==> src/rtl/qm_muldiv.sv <==
`default_nettype none
// ============================================================================
// Module      : qm_muldiv
// Description : Iterative multiply/divide unit with architectural HI/LO.
//               MULT/MULTU use shift-add, DIV/DIVU use restoring division.
//               Every operation takes WIDTH CALC cycles plus one SIGN cycle.
// Ports       :
//   sys_clk, sys_rst_n   clock and asynchronous active-low reset
//   start, op, a, b      operation request (op: 00 MULT 01 MULTU 10 DIV 11 DIVU)
//   abort                cancels an in-flight operation without committing
//   hilo_rd              MFHI/MFLO in execute (only affects stall)
//   hi_we, lo_we, wdata  MTHI/MTLO writes, honoured only while idle
//   hi, lo               architectural HI/LO registers
//   busy, done, stall    status: in flight / result committed / hold pipe
// Revision    : 1.0  initial release
// ============================================================================
module qm_muldiv #(
  parameter int WIDTH = 32
) (
  input  logic             sys_clk,
  input  logic             sys_rst_n,
  input  logic             start,
  input  logic [1:0]       op,
  input  logic [WIDTH-1:0] a,
  input  logic [WIDTH-1:0] b,
  input  logic             abort,
  input  logic             hilo_rd,
  input  logic             hi_we,
  input  logic             lo_we,
  input  logic [WIDTH-1:0] wdata,
  output logic [WIDTH-1:0] hi,
  output logic [WIDTH-1:0] lo,
  output logic             busy,
  output logic             done,
  output logic             stall
);

  localparam int CNT_W = (WIDTH > 1) ? $clog2(WIDTH) : 1;
  localparam logic [CNT_W-1:0] LAST_ITER = CNT_W'(WIDTH - 1);

  localparam logic [1:0] S_IDLE = 2'd0;
  localparam logic [1:0] S_CALC = 2'd1;
  localparam logic [1:0] S_SIGN = 2'd2;

  logic [1:0]         state;
  logic [CNT_W-1:0]   cnt;
  logic [2*WIDTH-1:0] acc;      // mul: {hi_acc, multiplier}; div: {rem, quot}
  logic [WIDTH-1:0]   opa;      // |a| or raw a: multiplicand / (loaded dividend)
  logic [WIDTH-1:0]   opb;      // |b| or raw b: divisor / (loaded multiplier)
  logic [WIDTH-1:0]   a_raw;    // raw dividend, returned in HI on divide by zero
  logic               is_div;
  logic               neg_q;    // product / quotient sign
  logic               neg_r;    // remainder sign
  logic               divzero;

  // Operand magnitudes at issue time
  logic               op_signed;
  logic [WIDTH-1:0]   a_mag;
  logic [WIDTH-1:0]   b_mag;

  // One iteration of each algorithm
  logic [WIDTH:0]     mul_sum;
  logic [2*WIDTH-1:0] mul_next;
  logic [WIDTH:0]     rem_sh;
  logic [WIDTH-1:0]   rem_diff;
  logic               rem_ge;
  logic [2*WIDTH-1:0] div_next;

  // Sign-corrected results
  logic [2*WIDTH-1:0] prod_fix;
  logic [WIDTH-1:0]   quot_fix;
  logic [WIDTH-1:0]   rem_fix;

  assign busy  = (state != S_IDLE);
  assign stall = busy & (start | hilo_rd | hi_we | lo_we);

  always_comb begin
    op_signed = ~op[0];
    a_mag     = (op_signed && a[WIDTH-1]) ? (~a + 1'b1) : a;
    b_mag     = (op_signed && b[WIDTH-1]) ? (~b + 1'b1) : b;
  end

  always_comb begin
    // Shift-add: (WIDTH+1)-bit sum keeps the carry, which shifts into the top.
    mul_sum  = {1'b0, acc[2*WIDTH-1:WIDTH]} + {1'b0, opa};
    mul_next = acc[0] ? {mul_sum, acc[WIDTH-1:1]}
                      : {1'b0, acc[2*WIDTH-1:1]};

    // Restoring: the shifted remainder can need WIDTH+1 bits before the compare.
    // When it is >= divisor, the true difference fits in WIDTH bits.
    rem_sh   = acc[2*WIDTH-1:WIDTH-1];
    rem_ge   = (rem_sh >= {1'b0, opb});
    rem_diff = rem_sh[WIDTH-1:0] - opb;
    div_next = rem_ge ? {rem_diff,          acc[WIDTH-2:0], 1'b1}
                      : {rem_sh[WIDTH-1:0], acc[WIDTH-2:0], 1'b0};
  end

  always_comb begin
    prod_fix = neg_q ? (~acc + 1'b1) : acc;
    quot_fix = neg_q ? (~acc[WIDTH-1:0] + 1'b1) : acc[WIDTH-1:0];
    rem_fix  = neg_r ? (~acc[2*WIDTH-1:WIDTH] + 1'b1) : acc[2*WIDTH-1:WIDTH];
  end

  always_ff @(posedge sys_clk or negedge sys_rst_n) begin
    if (!sys_rst_n) begin
      state   <= S_IDLE;
      cnt     <= '0;
      acc     <= '0;
      opa     <= '0;
      opb     <= '0;
      a_raw   <= '0;
      is_div  <= 1'b0;
      neg_q   <= 1'b0;
      neg_r   <= 1'b0;
      divzero <= 1'b0;
      hi      <= '0;
      lo      <= '0;
      done    <= 1'b0;
    end else begin
      done <= 1'b0;
      case (state)
        S_IDLE: begin
          // MT writes land even when start is also high; the result overwrites later.
          if (hi_we) hi <= wdata;
          if (lo_we) lo <= wdata;
          if (start) begin
            opa     <= a_mag;
            opb     <= b_mag;
            a_raw   <= a;
            is_div  <= op[1];
            neg_q   <= op_signed & (a[WIDTH-1] ^ b[WIDTH-1]);
            neg_r   <= op_signed & a[WIDTH-1];
            divzero <= op[1] & (b == '0);
            acc     <= op[1] ? {{WIDTH{1'b0}}, a_mag} : {{WIDTH{1'b0}}, b_mag};
            cnt     <= '0;
            state   <= S_CALC;
          end
        end

        S_CALC: begin
          if (abort) begin
            state <= S_IDLE;
          end else begin
            acc <= is_div ? div_next : mul_next;
            cnt <= cnt + 1'b1;
            if (cnt == LAST_ITER) state <= S_SIGN;
          end
        end

        S_SIGN: begin
          state <= S_IDLE;
          // A flush arriving on the commit cycle wins: nothing is written.
          if (!abort) begin
            done <= 1'b1;
            if (!is_div) begin
              hi <= prod_fix[2*WIDTH-1:WIDTH];
              lo <= prod_fix[WIDTH-1:0];
            end else if (divzero) begin
              hi <= a_raw;
              lo <= '1;
            end else begin
              hi <= rem_fix;
              lo <= quot_fix;
            end
          end
        end

        default: state <= S_IDLE;
      endcase
    end
  end

endmodule
`default_nettype wire
==> config.mk <==
export PLATFORM = sky130hd
export DESIGN_NAME = qm_muldiv
export DESIGN_NICKNAME = d
export VERILOG_FILES = /design/src/rtl/qm_muldiv.sv
export SDC_FILE = /design/constraint.sdc
export NUM_CORES = 1
export LEC_CHECK = 0
export CAP_MARGIN = 20
export CORE_UTILIZATION = 45
export DETAILED_ROUTE_END_ITERATION = 12
export DONT_BUFFER_PORTS = 1
export PLACE_DENSITY = 0.66
export SYNTH_ARGS = -nofsm -noshare
export SYNTH_HDL_FRONTEND = slang
export SYNTH_SLANG_ARGS = --single-unit
==> constraint.sdc <==
create_clock -name sys_clk -period 5.9 [get_ports sys_clk]
set_input_delay 0.885 -clock sys_clk [delete_from_list [all_inputs] [get_ports sys_clk]]
set_output_delay 0.885 -clock sys_clk [all_outputs]
set_load 0.1 [all_outputs]
; Word level (Yosys, flattened, before mapping)
; Cells that the tools add are included.
[totals]
reg_bits = 236
input_bits = 105
output_inout_bits = 67
wordCells = 88
[op_classes]
addsub = 8
n_lt_le_gt_ge = 1
eq_ne = 9
mux = 31
bitwise_logic = 14
reduce_logical = 12
[ops]
columns = cell, count
row1 = 32-bit two-way mux, 13
row2 = 64-bit two-way mux, 6
row3 = 32-bit by 1-bit adder with 32-bit output (second input constant), 4
row4 = 32-bit NOT, 4
row5 = 32-bit one-hot mux with 2 select lines, 2
row6 = 64-bit one-hot mux with 2 select lines, 1
row7 = 64-bit by 1-bit adder with 64-bit output (second input constant), 1
row8 = 64-bit NOT, 1
row9 = 32-bit by 32-bit adder with 33-bit output, 1
row10 = 33-bit by 32-bit greater-or-equal comparator with 1-bit output, 1
row11 = 32-bit logical NOT, 1
row12 = 32-bit subtractor, 1
row13 = 5-bit two-way mux, 2
row14 = 2-bit inequality test (second input constant), 5
row15 = 5-bit one-hot mux with 2 select lines, 1
row16 = 3-bit AND reduction, 3
row17 = 2-bit two-way mux, 3
row18 = 2-bit nonzero test, 3
row19 = 5-bit by 1-bit adder with 5-bit output (second input constant), 1
row20 = 5-bit equality test (second input constant), 1
row21 = 1-bit bitwise AND, 4
row22 = 2-bit one-hot mux with 2 select lines, 1
row23 = 2-bit AND reduction, 2
row24 = 3-bit inequality test (second input constant), 1
row25 = 8 further kinds, 12

; Longest topological paths before layout
[depth]
ltp_word = 7
depth_mapped = 14
ltp_nobuf = 13

; Worst setup path before layout
; Ideal clock, no wire load.
[synth_path]
path_type = reg2reg
from = register acc[10]
to = register hi[21]
setup_time_ns = 0.083
arrival_ns = 3.357
required_ns = 5.817
path_slack_ns = 2.460
stages_incl_launch_ff = 12
path_buffers = 2
period_less_slack_ns = 3.440
cell_sequence = dfrtp_1 > buf_6 > or4_4 > or4_4 > buf_6 > or4_4 > or3_4 > or2_4 > and2_4 > a2111oi_1 > a21oi_1 > o22ai_1
[synth_between]
elab_chain_cells = 6
[synth_rtl]
columns = item, line
row1 = "start, declared", 47  ; logic [2*WIDTH-1:0] acc;
row2 = "start signal, assigned", 134  ; acc <= op[1] ? {{WIDTH{1'b0}}, a_mag} : {{WIDTH{1'b0}}, b_mag};
row3 = "start signal, assigned", 144  ; acc <= is_div ? div_next : mul_next;
row4 = 64-bit NOT, 99  ; prod_fix = neg_q ? (~acc + 1'b1) : acc;
row5 = 64-bit by 1-bit adder with 64-bit output, 99
row6 = 64-bit two-way mux, 99
row7 = 32-bit two-way mux, 155  ; if (!is_div) begin
row8 = 32-bit two-way mux, 153  ; if (!abort) begin
row9 = 32-bit one-hot mux with 2 select lines, 121  ; case (state)
row10 = "end signal, assigned", 124  ; if (hi_we) hi <= wdata;
row11 = "end signal, assigned", 156  ; hi <= prod_fix[2*WIDTH-1:WIDTH];
row12 = "end signal, assigned", 159  ; hi <= a_raw;
row13 = "end, declared", 31  ; output logic [WIDTH-1:0] hi,
; No other way between the ends. The select of a mux whose other input is x is not followed.
; A chain may end at the register's enable or synchronous reset.

; Worst setup path in the final report
[layout_path]
from = register acc[32]
to = register acc[0]
[layout_between]
elab_chain_cells = 5
[layout_rtl]
columns = item, line
row1 = 33-bit by 32-bit greater-or-equal comparator with 1-bit output, 92  ; rem_ge = (rem_sh >= {1'b0, opb});
row2 = 64-bit two-way mux, 94  ; div_next = rem_ge ? {rem_diff, acc[WIDTH-2:0], 1'b1}
row3 = 64-bit two-way mux, 144
row4 = 64-bit two-way mux, 141  ; if (abort) begin
row5 = 64-bit one-hot mux with 2 select lines, 121
; No other way between the ends. The select of a mux whose other input is x is not followed.

==> results.ini <==
[detailed_routing]
vias = 17450
drt_first_iter_violations = 2132
wl_per_cell_um = 23.34
viasPerCell = 6.339
firstDrtPassIters = 5
routed_wl_um = 64270
drc_errors = 0
ant_nets = 0

[global_routing]
grt_usage = 0.3062
grt_start_max_net_pins = 236
antenna_found_initial = 1
grt_pass1_vias = 16640
grt_overflow = 0
grt_pass1_wl_um = 98790

[critical_path]
arrival_ns = 4.73
worst-path-max-fanout = 48
cp_common_cell = o311ai_0
cp.required_ns = 6.33
start_kind = register
crit_type = register to register
reg2regPathDepth = 11
path_cells = ha_1, nor2b_1, o2111a_1, o311ai_0, a31oi_1, o211ai_1, and2_1, buf_4, nor2_1, o311ai_0, o21ai_0
timing.rr.end = acc[0]
cp-end-kind = register
max_stage_delay_ns = 0.59
rr_startpoint = acc[32]
critPathSlowestCell = o211ai_1
reg2reg_slack_ns = 1.60

[synthesis]
synth-edff-count = 0
async_flop_share = 1.000
ys_ff_latch = 235
synth_nets = 2500
syn_area_sq_mm = 0.01833
ys_seq_area_frac = 0.3208
netlist_instances = 2323
synth_top_flop_cell = dfrtp_1
synth_cell_types = 74
syn_avg_cell_area_sq_um = 7.890
yosys_warnings = 0

[floorplan]
die_w_um = 203.8
io_pins = 172
die_h_um = 203.8
rows = 73
initial_core_util = 0.4592
die-area_sq_mm = 0.04154
core_sq_mm = 0.03991

[clock_tree]
htreeDepth = 1
clkLatencyLatePin_ns = 0.57
postCtsSetupRepairBufs = 0
clk_pin_slew_ns = 0.06
cts-root-buf = clkbuf_16
clk_path_buf_depth = 3
numCtsBuffers = 28
cts_tree = yes
clock-sinks = 235
holdBufCountCts = 0
cts.repair.resized = 0

[timing]
hold_viol = 0
period_share = 0.7282
finalClockSkew_ns = 0.01204
fin_setup_tns_ns = 0
worst_slew_pin_slew_ns = 1.328
slew_viol_final = 0
relSlewSlack = 0.1146
rsz0062_at_grt = false
fmax_mhz = 232.7
min_period_ns = 4.296
setup_viol = 0

[job]
drv_cap = 0

[placed_design]
dp_cells = 2702
place_area_sq_mm = 0.01856
place_congestion = 0.9940
port_buffers = 0
dp.final_hpwl_um = 47620

[power]
peakVddDrop_v = 0.0002779
power_leakage_uw = 0.008394
power_density_mw_per_mm2 = 517.5

[final_layout]
multi_input_area_sq_mm = 0.01156
design_area_sq_mm = 0.01952
syn2layout_area_growth_pct = 6.478
finalNetCount = 2386
register_area_sq_mm = 0.005886
fill_cells = 3927
drive_above_1_share = 0.04894
final_common_cell = nand2_1
fin_cells = 2753
layout_common_cells = nand2_1 (380), o21ai_0 (253), dfrtp_1 (233), a21oi_1 (143), nor2_1 (140)

[worst_hold_path]
holdCritPathClass = input pin to asynchronous set/reset pin

[outcome]
status = completed

final cells by class:
cell class / count / share of cell area
Antenna cell: 1 / 0.0001282
Clock buffer: 36 / 0.03949
Clock inverter: 12 / 0.007180
Inverter: 68 / 0.01308
Multi-Input combinational cell: 1847 / 0.5923
Sequential cell: 235 / 0.3016
Tap cell: 525 / 0.03366
Timing Repair Buffer: 29 / 0.01257
worst max-delay path: cells and delay by family, from the launching register on:
family	cells	cell delay, ns
DFF	1	0.51
and+or+nand+nor	3	0.69
adders and majority gates	1	0.37
buffers and inverters	1	0.47
AOI/OAI and AO/OA	6	2.09
power by group:
part | switching (uW) | total, uW | leakage [uW] | internal, uW
sequential | 1460 | 3470 | 0.00289 | 2010
clock | 747 | 1750 | 0.000438 | 1010
combinational | 2900 | 4880 | 0.00506 | 1980
registers in the layout, indices dropped and copies added (netlist names):
name     cells
acc         64
hi          32
lo          32
opa         32
opb         32
a_raw       31
cnt          5
state        2
divzero      1
done         1
is_div       1
neg_q        1
neg_r        1
logic make-up after synthesis:
kind of cell | synth area share
adder cells (fa/ha/maj) | 0.04997
AND/OR/NAND/NOR | 0.2005
buffers and inverters | 0.05079
flip-flops | 0.3208
XOR/XNOR | 0.09031
multiplexers | 0.05017
AO/OA/AOI/OAI | 0.2374
how the worst max path moves through the flow:
stage | startpoint | cells past startpoint | to
floorplan | acc[10] | 11 | hi[21]
global placement | acc[53] | 11 | acc[0]
detailed placement | acc[32] | 11 | acc[0]
CTS | acc[32] | 11 | acc[0]
global route | acc[53] | 12 | acc[0]
finish | acc[32] | 11 | acc[0]
Yosys cell counts, types with 15 or more instances:
cell	instances	area [sq um]
or4_1	21	157.7
and3_1	21	131.4
clkbuf_1	154	578.1
nor3_1	37	185.2
o41ai_1	15	131.4
mux2i_1	84	840.8
xor2_1	90	788.3
nand4_1	16	100.1
nor2b_1	20	125.1
nand2b_1	23	143.9
a211oi_1	23	172.7
o211ai_1	25	187.7
a22o_1	15	131.4
o22ai_1	31	193.9
a31oi_1	19	118.9
a21o_1	34	255.2
o31ai_1	30	225.2
nor2_1	143	536.8
ha_1	70	875.8
nor4_1	21	131.4
inv_1	66	247.7
a21oi_1	145	725.7
xnor2_1	99	867.1
dfrtp_1	235	5881
nand3_1	49	245.2
o21ai_0	253	1266
or3_1	26	162.7
nand2_1	381	1430
through the flow:
step	power, uW	util	hold WS, ns	worst slack [ns]
6_report	10100	0.4890	0.02909	1.604
5_1_grt	10740	0.4890	0.01133	1.281
4_1_cts	10010	0.4878	0.004359	1.736
3_5_place_dp	8243	0.4650	0.4625	1.758
3_3_place_gp	8159	0.4646	0.4575	1.055
2_1_floorplan	6923	-	0.4403	2.460
routing by layer:
metal / track usage / wire [um] / up-vias
met3: 0.06091 / 5567 / 109
met1: 0.4257 / 27890 / 8521
met4: 0.09828 / 2187 / 0
met2: 0.4752 / 28620 / 742
met5: 0 / 0 / -
li1: - / - / 8080
Power figures use the tool's default switching activity.
